<file path="config.mk">
export PLATFORM = sky130hd
export DESIGN_NAME = maga_poll_ctrl
export DESIGN_NICKNAME = d
export VERILOG_FILES = /design/src/rtl/maga_poll_ctrl.sv
export SDC_FILE = /design/constraint.sdc
export NUM_CORES = 1
export LEC_CHECK = 0
export ABC_CLOCK_PERIOD_IN_PS = 2480
export BUFFER_PORTS_ARGS = -buffer_cell sky130_fd_sc_hd__clkbuf_2
export CAP_MARGIN = 10
export CORE_UTILIZATION = 45
export CTS_CLUSTER_DIAMETER = 40
export CTS_CLUSTER_SIZE = 24
export DETAILED_ROUTE_END_ITERATION = 12
export GPL_TIMING_DRIVEN = 0
export PLACE_DENSITY = 0.74
export SLEW_MARGIN = 40
export SYNTH_ARGS = -nofsm -noshare
export SYNTH_HDL_FRONTEND = slang
export SYNTH_SLANG_ARGS = --single-unit
</file>
<file path="constraint.sdc">
create_clock -name clk -period 2.48 [get_ports clk]
set_input_delay 0.744 -clock clk [delete_from_list [all_inputs] [get_ports clk]]
set_output_delay 0.744 -clock clk [all_outputs]
set_load 0.02 [all_outputs]
</file>
<file path="src/rtl/maga_poll_ctrl.sv">
// Magnetometer link sequencer: powers the sensor, polls it over the shared UART, checks the reply
// and streams it to the host path.
// state   | meaning
// OFF     | sensor unpowered, waiting for enable
// PWRUP   | sensor powered, waiting for READY
// IDLE    | poll interval running
// SEND    | issue command byte once tx core is free
// WAIT_TX | wait for tx busy to rise and then fall
// RECV    | collect reply bytes with running XOR
// CHECK   | compare checksum and sensor status
// STREAM  | emit reply bytes, one per cycle
// FAULT   | sensor unpowered for the hold time before retry
module maga_poll_ctrl #(
    parameter int unsigned PWRUP_TO   = 5_000_000,
    parameter int unsigned POLL_CYC   = 2_500_000,
    parameter int unsigned RESP_TO    = 1_000_000,
    parameter int unsigned RESP_LEN   = 4,
    parameter logic [7:0]  CMD_BYTE   = 8'hA5,
    parameter int unsigned FAULT_HOLD = 500_000
) (
    input  logic       clk,
    input  logic       rst_n,
    input  logic       enable,
    input  logic       maga_ready,
    input  logic       maga_flt,
    input  logic       maga_invalid,
    output logic       maga_en,
    output logic       tx_start,
    output logic [7:0] tx_data,
    input  logic       tx_busy,
    input  logic       rx_valid,
    input  logic [7:0] rx_data,
    output logic [7:0] data_out,
    output logic       out_valid,
    output logic       out_last,
    output logic       gd,
    output logic [1:0] err
);
    localparam int unsigned T_A   = (PWRUP_TO > POLL_CYC) ? PWRUP_TO : POLL_CYC;
    localparam int unsigned T_B   = (RESP_TO > FAULT_HOLD) ? RESP_TO : FAULT_HOLD;
    localparam int unsigned T_MAX = (T_A > T_B) ? T_A : T_B;
    localparam int unsigned TW    = $clog2(T_MAX);
    localparam int unsigned CW    = $clog2(RESP_LEN + 1);
    localparam int          LEN   = int'(RESP_LEN);

    localparam logic [TW-1:0] LD_PWRUP = TW'(PWRUP_TO - 1);
    localparam logic [TW-1:0] LD_POLL  = TW'(POLL_CYC - 1);
    localparam logic [TW-1:0] LD_RESP  = TW'(RESP_TO - 1);
    localparam logic [TW-1:0] LD_FAULT = TW'(FAULT_HOLD - 1);
    localparam logic [CW-1:0] LAST_IDX = CW'(RESP_LEN - 1);

    localparam logic [1:0] ERR_NONE  = 2'd0;
    localparam logic [1:0] ERR_READY = 2'd1;
    localparam logic [1:0] ERR_RESP  = 2'd2;
    localparam logic [1:0] ERR_FRAME = 2'd3;

    typedef enum logic [3:0] {
        S_OFF, S_PWRUP, S_IDLE, S_SEND, S_WAIT_TX, S_RECV, S_CHECK, S_STREAM, S_FAULT
    } state_t;

    state_t        state, state_nx;
    logic [TW-1:0] timer, timer_nx;
    logic [CW-1:0] count, count_nx;
    logic [7:0]    chk_acc, chk_nx;
    logic [7:0]    rx_buf [RESP_LEN];
    logic          buf_we;
    logic          flt_seen, flt_seen_nx;
    logic          busy_seen, busy_seen_nx;
    logic          gd_nx;
    logic [1:0]    err_nx;
    logic [1:0]    ready_sy, flt_sy, inv_sy;
    logic          ready_s, flt_s, inv_s, tc, powered, good;

    assign ready_s = ready_sy[1];
    assign flt_s   = flt_sy[1];
    assign inv_s   = inv_sy[1];
    assign tc      = (timer == '0);
    assign powered = (state != S_OFF) && (state != S_FAULT);
    assign good    = (rx_buf[LAST_IDX] == chk_acc) && !inv_s && !flt_seen;

    assign out_valid = (state == S_STREAM);
    assign out_last  = out_valid && (count == LAST_IDX) && !flt_s && enable;
    assign data_out  = out_valid ? rx_buf[count] : 8'h00;
    assign tx_data   = tx_start ? CMD_BYTE : 8'h00;

    always_comb begin
        state_nx     = state;
        timer_nx     = tc ? '0 : timer - 1'b1;
        count_nx     = count;
        chk_nx       = chk_acc;
        buf_we       = 1'b0;
        flt_seen_nx  = flt_seen | flt_s;
        busy_seen_nx = busy_seen;
        gd_nx        = gd;
        err_nx       = err;
        tx_start     = 1'b0;
        if (powered && flt_s) begin
            state_nx = S_FAULT;
            timer_nx = LD_FAULT;
            gd_nx    = 1'b0;
        end else if (!enable) begin
            state_nx = S_OFF;
            gd_nx    = 1'b0;
        end else begin
            case (state)
                S_OFF: begin
                    state_nx = S_PWRUP;
                    timer_nx = LD_PWRUP;
                end
                S_PWRUP: begin
                    if (ready_s) begin
                        state_nx = S_IDLE;
                        timer_nx = '0;
                    end else if (tc) begin
                        state_nx = S_FAULT;
                        timer_nx = LD_FAULT;
                        err_nx   = ERR_READY;
                        gd_nx    = 1'b0;
                    end
                end
                S_IDLE: begin
                    if (tc) begin
                        state_nx    = S_SEND;
                        flt_seen_nx = 1'b0;
                    end
                end
                S_SEND: begin
                    if (!tx_busy) begin
                        tx_start     = 1'b1;
                        state_nx     = S_WAIT_TX;
                        timer_nx     = LD_RESP;
                        busy_seen_nx = 1'b0;
                    end
                end
                S_WAIT_TX: begin
                    // the response timer also guards against a tx core that never reports busy
                    if (tx_busy) begin
                        busy_seen_nx = 1'b1;
                    end else if (busy_seen) begin
                        state_nx = S_RECV;
                        timer_nx = LD_RESP;
                        count_nx = '0;
                        chk_nx   = 8'h00;
                    end else if (tc) begin
                        state_nx = S_IDLE;
                        timer_nx = LD_POLL;
                        err_nx   = ERR_RESP;
                        gd_nx    = 1'b0;
                    end
                end
                S_RECV: begin
                    if (tc) begin
                        state_nx = S_IDLE;
                        timer_nx = LD_POLL;
                        err_nx   = ERR_RESP;
                        gd_nx    = 1'b0;
                    end else if (rx_valid) begin
                        buf_we   = 1'b1;
                        count_nx = count + 1'b1;
                        if (count == LAST_IDX) state_nx = S_CHECK;
                        else                   chk_nx   = chk_acc ^ rx_data;
                    end
                end
                S_CHECK: begin
                    if (good) begin
                        state_nx = S_STREAM;
                        count_nx = '0;
                    end else begin
                        state_nx = S_IDLE;
                        timer_nx = LD_POLL;
                        err_nx   = ERR_FRAME;
                        gd_nx    = 1'b0;
                    end
                end
                S_STREAM: begin
                    if (count == LAST_IDX) begin
                        state_nx = S_IDLE;
                        timer_nx = LD_POLL;
                        gd_nx    = 1'b1;
                        err_nx   = ERR_NONE;
                    end else begin
                        count_nx = count + 1'b1;
                    end
                end
                S_FAULT: begin
                    if (tc) state_nx = S_OFF;
                end
                default: state_nx = S_OFF;
            endcase
        end
    end

    always_ff @(posedge clk or negedge rst_n) begin
        if (!rst_n) begin
            state     <= S_OFF;
            timer     <= '0;
            count     <= '0;
            chk_acc   <= 8'h00;
            flt_seen  <= 1'b0;
            busy_seen <= 1'b0;
            gd        <= 1'b0;
            err       <= ERR_NONE;
            maga_en   <= 1'b0;
            ready_sy  <= 2'b00;
            flt_sy    <= 2'b00;
            inv_sy    <= 2'b00;
            for (int i = 0; i < LEN; i++) rx_buf[i] <= 8'h00;
        end else begin
            state     <= state_nx;
            timer     <= timer_nx;
            count     <= count_nx;
            chk_acc   <= chk_nx;
            flt_seen  <= flt_seen_nx;
            busy_seen <= busy_seen_nx;
            gd        <= gd_nx;
            err       <= err_nx;
            maga_en   <= (state_nx != S_OFF) && (state_nx != S_FAULT);
            ready_sy  <= {ready_sy[0], maga_ready};
            flt_sy    <= {flt_sy[0], maga_flt};
            inv_sy    <= {inv_sy[0], maga_invalid};
            if (buf_we) rx_buf[count] <= rx_data;
        end
    end
endmodule
</file>
==> metrics.txt <==
outcome=finished with violations; violated checks=negative setup slack; Avg Cell Area, Syn=9.82 µm²; CP peak stage delay=0.43 ns; Worst setup EP type=output port; RSZ-0062 raised after global routing=yes; initial antenna violation count=0; Die Area=11500 µm²; fin cells=724; Longest Clk Path Bufs=2; Setup Crit Path Kind=flop to output port; Clock Sinks=82; Worst path slowest cell=dfrtp_2; total wire length=14000 µm; Layout area overhead=23.4%; placed cells=685; crit-path max FO=5; xor/xnor share of the synthesized area=4.75%; drt first pass iters=7; R2R depth=8; DP Wirelength=9590 µm; fin crit period=2.60 ns; reg2reg end=timer[22]; Final GP Congestion=0.979; Synth Cell Area=4980 µm²; commonest non-fill, non-tap cells in the layout=dfrtp_1 (78), nand2_1 (45), nor2_1 (42); vias=4342; core area=10800 µm²; sequential area share after synthesis=41.2%; Hold WS=0.226 ns; Final ANT Viol Nets=0; crit path cell chain=buf_6 > o31ai_4 > and2_4 > nand2_4 > nor3_4 > buf_4 > buf_8; Synth Flop Type=dfrtp_1; total CTS buffers=9; Slew @ Worst Pin=0.768 ns; WL/cell=19.3 µm; Fin Setup TNS=-0.971 ns; setup ws final=-0.122 ns; cell family with the largest share of critical-path delay=simple AND/OR/NAND/NOR gates; largest net degree at the start of global routing=61; drt via density=6.00; DRC Markers=0; Multi-input gate area=2900 µm²; Post-Synth Simple-Gate Area=19.1%; register area=2060 µm²; number of cells on the critical path=7; final core utilization=56.9%; hold crit path type=input pin to asynchronous set/reset pin; worst reg-to-reg setup slack=-0.01 ns; share of cells above drive strength 1=29.8%; drt initial violations=425; port bufs=34; Pins Over Slew Limit=0; TritonCTS clock tree=done; adder-cell share of the synthesized area=2.01%; Final nets=604; P per Cell Area=813 nW/µm²; Final period util=105%; share of flip-flops with an asynchronous set or reset=100%; worst clock skew=0.00801 ns; Compound-Gate Fraction of Synth Area=16.4%; die width=107 µm; Clk Latency, worst-skew pair=0.38 ns; fillcell total=908; diodes inserted=0; Fmax achieved=384 MHz; EDFF count, synth=0; Final Hold Fails=0; Slew Limit Headroom=48.4%; first-pass GRT wire length=21900 µm; mux contribution to synthesized area=11.9%; VDD IR max=530 µV; flip-flop and latch count after synthesis=82; Root Buffer=clkbuf_8; vias in the first global route=4190; Post-Syn Instances=507; Site Rows=38; Overall Global Routing Usage=25.3%; clock-pin slew on the worst setup and hold paths=0.09 ns; crit path buf inv count=3; I/O pin total=39; Max-cap violations=0; Data required, critical path=1.74 ns; WP data arrival=1.86 ns; main combinational cell family by area after synthesis=simple AND/OR/NAND/NOR gates; r2r startpoint=state[0]; H-tree depth=3; YS warnings=0; Final setup viols=15; static leakage=2.70 nW; total grt overflow=0; initial core utilization=46.1%; commonest non-fill, non-tap cell in the layout=dfrtp_1; die height=107 µm; distinct cell type count after synthesis=69; crit path launch type=flop
-- repair_timing --
action	4_1_cts	5_1_grt
pin swaps	7	6
resized for setup	52	40
setup buffers	15	8
cloned	0	1
setup endpoints to repair	43	68
hold buffers	0	0
-- logic make-up (layout without fill, tap and decap cells) --
logic type / count (synthesis) / after routing
other: 1 / 4
buffers and inverters: 43 / 117
DFF: 82 / 82
adders and majority gates: 8 / 8
and+or+nand+nor: 180 / 180
xor gates and xnor gates: 27 / 27
AOI/OAI and AO/OA: 121 / 121
muxes: 45 / 45
-- state kept, by name, indices dropped and copies added, names as in the netlist --
register   count
rx_buf        32
timer         23
chk_acc        8
state          4
count          3
err            2
flt_sy         2
inv_sy         2
ready_sy       2
busy_seen      1
flt_seen       1
gd             1
maga_en        1
-- synth_stat cells (4+ instances only) --
master | count | area (µm²)
a211oi_1 | 7 | 52.6
a21oi_1 | 20 | 100
a31oi_1 | 4 | 25.0
and2_1 | 5 | 31.3
buf_2 | 7 | 35.0
buf_4 | 9 | 67.6
clkbuf_1 | 8 | 30.0
dfrtp_1 | 82 | 2050
ha_1 | 8 | 100
inv_1 | 14 | 52.6
mux2_1 | 10 | 113
mux2_2 | 24 | 270
mux4_2 | 8 | 180
nand2_1 | 47 | 176
nand2b_1 | 5 | 31.3
nand3_1 | 9 | 45.0
nand4_1 | 6 | 37.5
nor2_1 | 43 | 161
nor2b_1 | 18 | 113
nor3_1 | 11 | 55.1
nor3b_1 | 4 | 30.0
nor4_1 | 8 | 50.1
o211ai_1 | 5 | 37.5
o21ai_0 | 39 | 195
o21ai_1 | 4 | 20.0
o31ai_1 | 8 | 60.1
xnor2_1 | 19 | 166
xor2_1 | 8 | 70.1
-- final cells by class --
type	instances	area share (%)
flip-flops and latches	82	33.5
inverters	14	0.896
well taps	140	2.85
multi-input cells	385	47.1
clock buffers	9	2.02
clock inverters	6	1.47
plain buffers	29	4.50
repair buffers	59	7.64
-- how the worst max path moves through the flow --
stage / from / end / slack, ns
floorplan: count[0] / out_last / 0.005
global placement: state[0] / data_out[5] / -0.55
detailed placement: state[0] / data_out[7] / -0.56
CTS: state[2] / tx_data[0] / -0.13
global route: state[1] / tx_data[0] / -0.18
finish: state[1] / tx_data[0] / -0.12
-- stage by stage --
stage | power [W] | setup WS, ns | cell area [µm²]
2_1_floorplan | 0.00295 | 0.00500 | 5000
3_5_place_dp | 0.00345 | -0.555 | 5390
5_1_grt | 0.00525 | -0.185 | 6140
4_1_cts | 0.00478 | -0.131 | 5930
6_report | 0.00499 | -0.122 | 6140
3_3_place_gp | 0.00339 | -0.547 | 5350
-- layer usage --
layer,GRT usage [%],wire [µm]
met5,0,0
met4,9.98,311
met3,6.02,925
met2,38.5,6620
met1,34.6,6120
-- power breakdown --
| part | internal [W] | switching (W) |
|---|---|---|
| Sequential | 0.00154 | 0.000279 |
| Combinational | 0.000917 | 0.00117 |
| Clock | 0.000565 | 0.000526 |
-- worst register-to-register path: stages, from the launching register on --
cell      delay (ns)
dfrtp_2         0.45
clkbuf_8        0.15
buf_4           0.16
nor2_1          0.41
nand2_1         0.18
nor2_1          0.38
or3_1           0.20
o211ai_1        0.21
o21ai_0         0.26
Power figures use the tool's default switching activity.
